**src/rtl/interrupt_controller.sv**
```systemverilog
// Fixed-priority interrupt controller for a single core.
// Captures edge/level requests and runs the ack/EOI handshake.
module interrupt_controller #(
  parameter int N_IRQ = 4,
  parameter int ID_W = 2,
  parameter logic [N_IRQ-1:0] EDGE_MASK = 4'b1111
) (
  input  logic             clk,
  input  logic             rst_n,
  input  logic [N_IRQ-1:0] interrupts,
  input  logic             en_wr,
  input  logic [N_IRQ-1:0] en_data,
  output logic [N_IRQ-1:0] en_q,
  output logic [N_IRQ-1:0] pending_q,
  output logic             IRQ,
  output logic [ID_W-1:0]  y,
  input  logic             ack,
  input  logic             eoi,
  input  logic [ID_W-1:0]  eoi_id,
  output logic             in_service,
  output logic             eoi_err
);

  typedef enum logic [1:0] {
    S_IDLE,
    S_ASSERT,
    S_SERVICE
  } state_t;

  state_t           state;
  logic [N_IRQ-1:0] prev_in;
  logic [N_IRQ-1:0] rise;
  logic [N_IRQ-1:0] elig;
  logic [N_IRQ-1:0] clr;
  logic [N_IRQ-1:0] pend_d;
  logic [ID_W-1:0]  winner;
  logic             take;
  logic             eoi_hit;

  assign rise    = interrupts & ~prev_in;
  assign elig    = pending_q & en_q;
  assign take    = (state == S_ASSERT) && ack;
  assign eoi_hit = eoi && (state == S_SERVICE)
                   && (eoi_id == y);

  // Ack clears the acked bit; a same-cycle edge set still wins.
  assign clr    = take ? (N_IRQ'(1) << y) : '0;
  assign pend_d = (EDGE_MASK & ((pending_q & ~clr) | rise))
                | (~EDGE_MASK & interrupts);

  // Lowest eligible index wins.
  always_comb begin
    winner = '0;
    for (int i = N_IRQ - 1; i >= 0; i--) begin
      if (elig[i]) winner = ID_W'(i);
    end
  end

  // Capture, enable and edge-history registers.
  always_ff @(posedge clk or negedge rst_n) begin
    if (!rst_n) begin
      prev_in   <= '0;
      pending_q <= '0;
      en_q      <= '0;
    end else begin
      prev_in   <= interrupts;
      pending_q <= pend_d;
      if (en_wr) en_q <= en_data;
    end
  end

  // Delivery FSM with registered request, ID and status outputs.
  always_ff @(posedge clk or negedge rst_n) begin
    if (!rst_n) begin
      state      <= S_IDLE;
      IRQ        <= 1'b0;
      y          <= '0;
      in_service <= 1'b0;
      eoi_err    <= 1'b0;
    end else begin
      eoi_err <= eoi && !eoi_hit;
      unique case (state)
        S_IDLE: begin
          if (elig != '0) begin
            state <= S_ASSERT;
            IRQ   <= 1'b1;
            y     <= winner;
          end
        end
        S_ASSERT: begin
          if (ack) begin
            state      <= S_SERVICE;
            IRQ        <= 1'b0;
            in_service <= 1'b1;
          end else if (elig == '0) begin
            state <= S_IDLE;
            IRQ   <= 1'b0;
          end else begin
            y <= winner;
          end
        end
        S_SERVICE: begin
          if (eoi_hit) begin
            state      <= S_IDLE;
            in_service <= 1'b0;
          end
        end
        default: begin
          state      <= S_IDLE;
          IRQ        <= 1'b0;
          in_service <= 1'b0;
        end
      endcase
    end
  end

endmodule
```
**config.mk**
```make
export PLATFORM = sky130hd
export DESIGN_NAME = interrupt_controller
export DESIGN_NICKNAME = d
export VERILOG_FILES = /design/src/rtl/interrupt_controller.sv
export SDC_FILE = /design/constraint.sdc
export NUM_CORES = 1
export LEC_CHECK = 0
export ABC_CLOCK_PERIOD_IN_PS = 1500
export CORE_ASPECT_RATIO = 0.75
export CORE_MARGIN = 5
export CORE_UTILIZATION = 43
export CTS_CLUSTER_DIAMETER = 80
export DETAILED_ROUTE_END_ITERATION = 8
export PLACE_DENSITY = 0.81
export SYNTH_ARGS = -nofsm -noshare
export SYNTH_HDL_FRONTEND = slang
export SYNTH_SLANG_ARGS = --single-unit
```
**constraint.sdc**
```tcl
create_clock -name clk -period 1.5 [get_ports clk]
set_input_delay 0.3 -clock clk [delete_from_list [all_inputs] [get_ports clk]]
set_output_delay 0.3 -clock clk [all_outputs]
set_load 0.005 [all_outputs]
```
After elaboration in Yosys (flattened, before gate mapping)

Index checks and enable logic that the tools add are counted.
W data, S select, Z words.

Bitwise logic cells: 8
Reduce and logical (&&, ||, !) cells: 13
Equality and inequality tests: 9
Shifts and indexed selects: 1
Muxes and demuxes: 21

Operators by type and width:

| kind                  | number |
|---|---|
| $mux W2               | 11 |
| $and A4 B4 Y4         | 3 |
| $ne A2 B2 Y1 const B  | 5 |
| $reduce_and A3 Y1     | 3 |
| $not A4 Y4            | 2 |
| $pmux W1 S3           | 2 |
| $pmux W2 S3           | 1 |
| $mux W1               | 5 |
| $logic_and A1 B1 Y1   | 4 |
| $logic_not A4 Y1      | 1 |
| $mux W4               | 1 |
| $or A4 B4 Y4          | 1 |
| $pmux W2 S2           | 1 |
| $reduce_and A4 Y1     | 1 |
| $reduce_bool A4 Y1    | 1 |
| $shl A1 B2 Y4 const A | 1 |
| $ne A3 B2 Y1 const B  | 1 |
| $eq A2 B1 Y1 const B  | 1 |
| $eq A2 B2 Y1          | 1 |
| $eq A2 B2 Y1 const B  | 1 |
| $logic_not A2 Y1      | 1 |
| $not A1 Y1            | 2 |
| $reduce_bool A2 Y1    | 1 |
| $logic_not A1 Y1      | 1 |

Word-level logic and storage cells: 60
Register bits: 19

Depth between registers and ports, before layout

Depth in word-level cells: 8
Depth in mapped cells: 4
Gate-level depth less buffers: 4

Worst setup path after synthesis

Ideal clock, no wire load.

Path kind: register to register
Start point: register pending_q[2]
End point: register y[0]
Setup time: 0.125 ns
Data arrival time: 1.014 ns
Cell stages (with the launch flop): 4
Setup slack: 0.361 ns
Cell sequence: dfrtp_1 > a22oi_2 > a21oi_2 > mux2_4

Longest elaborated chain between the ends: 7
Elaborated cells on any way between the ends: 13
Classes of those cells: 2 x eq/ne; 7 x mux; 1 x bitwise; 3 x reduce/logical

RTL lines:

| element                | RTL line | source |
|---|---|---|
| start, declared        | 14       | `output logic [N_IRQ-1:0] pending_q,` |
| start signal, assigned | 67       | `pending_q <= pend_d;` |
| $and A4 B4 Y4 (*)      | 41       | `assign elig = pending_q & en_q;` |
| $mux W2 (3 in a row)   | 55       | `if (elig[i]) winner = ID_W'(i);` |
| $mux W2                | 95       | `end else if (elig == '0) begin` |
| $mux W2                | 91       | `if (ack) begin` |
| $pmux W2 S2            | 82       | `unique case (state)` |
| end signal, assigned   | 87       | `y <= winner;` |
| end signal, assigned   | 99       | `y <= winner;` |
| end, declared          | 16       | `output logic [ID_W-1:0] y,` |

Every way passes the cells marked *; elsewhere a longest branch is shown, timed or not. The select of a mux whose other input is x is not followed.
A chain may end at the register's enable or synchronous reset.

Worst setup path in the final report

Start point: register en_q[2]
End point: output port en_q[2]

RTL lines:

| element                | RTL line | source |
|---|---|---|
| start, declared        | 13       | `output logic [N_IRQ-1:0] en_q,` |
| start signal, assigned | 68       | `if (en_wr) en_q <= en_data;` |

No word-level cell between the ends.

==> run_results.csv <==
group,metric,value,unit
logic_synthesis,yosysUniqueCellTypes,27,
detailed_routing,route.detailed.drc,0,
setup_path,worst_setup_path_start_kind,"flip-flop",
setup_path,required,1.20,ns
detailed_routing,vias_per_cell,5.086,
sta,rsz0062_at_grt,"no",
detailed_routing,route.vias.total,651,
layout,fin_area,0.001250,mm2
power,power_density,1534,mW/mm2
setup_path,path_delay_family,"buffers and inverters",
setup_path,crit_chain,"clkdlybuf4s50_1",
detailed_routing,wl,2051,um
outcome,status,"completed",
logic_synthesis,ys.warnings.count,0,
grt,grt_pass1_vias,708,
sta,finalCritPeriodShare,97.21,%
placement,place_hpwl,1444,um
sta,final-max-slew-violation-count,0,
power,peakVddDrop,0.8972,mV
floorplan,die_w,59.87,um
sta,finalHoldViolCount,0,
power,total_power,1917,uW
logic_synthesis,synth-edff-count,0,
logic_synthesis,synth_fp_nets,76,
setup_path,path_class,"flip-flop to output pin",
layout,n_antenna_cell,0,
sta,setup_viol,0,
sta,max_freq,685.8,MHz
floorplan,core-area,0.001757,mm2
setup_path,slowest_delay,0.50,ns
logic_synthesis,synthesis.area,802.0,um2
grt,grt_usage,16.31,%
sta,tightest_slew,0.3079,ns
cts,clk_pin_slew_worst_paths,0.10,ns
power,seqPwrFrac,40.4,%
power,p_sw,632.9,uW
logic_synthesis,synth-seq-cells,19,
setup_path,critPathSlowestCell,"clkdlybuf4s50_1",
placement,io_buffers,27,
floorplan,start_util,45.66,%
cts,cts_buffer_depth,2,
detailed_routing,initialDrtViolationCount,13,
setup_path,cp_max_fo,2,
logic_synthesis,ys.flop_type,"dfrtp_1",
min_path,worstHoldPathType,"input port to asynchronous set/reset pin",
power,clockPowerShare,13.4,%
cts,cts_buffers,3,
grt,grt_max_degree,20,
floorplan,io_pins,28,
grt,grt_pass1_wl,3291,um
layout,finish.utilization,71.15,%
power,combPwrFrac,46.3,%
power,sw_frac_of_total,33.01,%
layout,drive_above_1_share,29.25,%
layout,syn_to_final_growth,55.85,%
cts,clock_sinks,19,
setup_path,worst-path-buf-inv,1,
detailed_routing,ant_nets,0,
cts,cts_hold_buf,0,
cts,clkLatencyLatePin,0.29,ns
grt,antenna_found_initial,0,
sta,period_needed,1.458,ns
sta,relSlewSlack,79.21,%
setup_path,end_kind,"output pin",
flow_run,max_cap_viol_count,0,
logic_synthesis,ys_async_sr_fraction,100.0,%
cts,ctsHtreeMaxLevel,1,
floorplan,row_count,13,
placement,dpl_cell_area,0.001130,mm2
cts,cts_tree,"yes",
setup_path,arrival,1.16,ns
logic_synthesis,avgSynthCellArea,13.15,um2
detailed_routing,wire_per_inst,16.02,um
detailed_routing,first_pass_iters,4,
floorplan,die_area,0.002838,mm2
grt,overflow,0,
placement,place.gp.congestion,0.7503,
logic_synthesis,netlist_instances,61,
power,leakage,0.0005938,uW
layout,fin_nets,122,
floorplan,die_y,47.40,um
cts,cts_root_buffer,"clkbuf_4",
power,power.internal,1284,uW
sta,clock-skew-final,0.001056,ns
logic_synthesis,synth_seq_area_share,59.28,%
[routing by layer]
layer / GRT usage, % / vias to the layer above / part of all wire, %
met2: 28.23 / 23 / 52
met1: 20.75 / 314 / 43
li1: - / 312 / -
met4: 1.327 / 0 / 0.20
met3: 5.769 / 2 / 5.2
met5: 0 / - / 0
[worst paths after layout]
kind	to	start	slack [ns]	depth (start not counted)
setup / recovery	en_q[2]	en_q[2]	0.04	1
hold / removal	en_q[3]	rst_n	0.32	2
setup reg to reg	y[0]	en_q[1]	0.14	5
hold reg to reg	pending_q[2]	prev_in[2]	0.45	1
max in group asynchronous	y[1]	rst_n	0.96	2
min in group clk	pending_q[2]	prev_in[2]	0.45	1
[cell families (layout without fill, tap and decap cells)]
group | count (synthesis) | in the layout | share of synthesized area, %
AO/OA/AOI/OAI | 18 | 18 | 18.57
XOR/XNOR | 2 | 2 | 2.184
buffers and inverters | 5 | 50 | 2.340
flip-flops | 19 | 19 | 59.28
multiplexers | 5 | 5 | 7.487
AND/OR/NAND/NOR | 12 | 12 | 10.14
[worst register-to-register path, stage by stage, from the launching register on]
cell	delay, ns
dfrtp_1	0.41
buf_4	0.14
buf_4	0.13
a22oi_2	0.18
a21oi_2	0.10
mux2_4	0.30
[cell usage in the layout, fill, tap and decap left out, drive strengths merged, types with 3 or more instances in the layout]
cell type      synthesis  layout
clkbuf                 0       4
dlymetal6s2s           0       8
inv                    5       5
buf                    0      14
dfrtp                 19      19
nand2                  3       3
o21ai                  3       3
clkdlybuf4s50          0      17
mux2                   5       5
a21oi                  4       4
[flip-flops by register name, indices dropped and copies added, names as in the netlist]
name / flops
IRQ: 1
prev_in: 4
y: 2
in_service: 1
state: 2
eoi_err: 1
en_q: 4
pending_q: 4
[final cells by class]
type	instances	area [um2]
Multi-Input combinational cell	37	307.8
Clock buffer	4	26.28
Inverter	5	18.77
Sequential cell	19	476.7
Fill cell	133	506.7
Timing Repair Buffer	41	392.9
Tap cell	22	27.53
[repair_timing]
action | CTS | global route
endpoints found under the setup margin | 9 | 9
buffers inserted | 8 | 2
gates resized for setup | 3 | 8
[through the flow]
stage	instances	setup TNS (ns)	setup slack (ns)	hold WS (ns)
floorplan	61	0	0.3607	0.004409
global placement	114	-0.004889	-0.004889	0.4070
detailed placement	114	-0.03594	-0.03333	0.4277
CTS	126	0	0.004317	0.3269
global route	128	0	0.004592	0.3281
finish	128	0	0.04179	0.3219
[cell usage after synthesis, types with 2 or more instances]
| cell type | n | area share [%] |
|---|---|---|
| xor2_1 | 2 | 2.2 |
| mux2_2 | 4 | 5.6 |
| nor2_1 | 2 | 0.94 |
| a21oi_1 | 3 | 1.9 |
| dfrtp_1 | 19 | 59 |
| inv_1 | 5 | 2.3 |
| a22oi_2 | 2 | 3.1 |
| o21ai_0 | 3 | 1.9 |
| nand2_1 | 2 | 0.94 |
| a22o_1 | 2 | 2.2 |
[power groups by stage]
stage	clock, uW	sequential, uW	combinational, uW
3_3_place_gp	0	825	724
4_1_cts	262	779	888
5_1_grt	289	794	968
2_1_floorplan	0	818	346
6_report	256	774	887
3_5_place_dp	0	838	740
No activity file was read; power rests on OpenSTA's default activity.
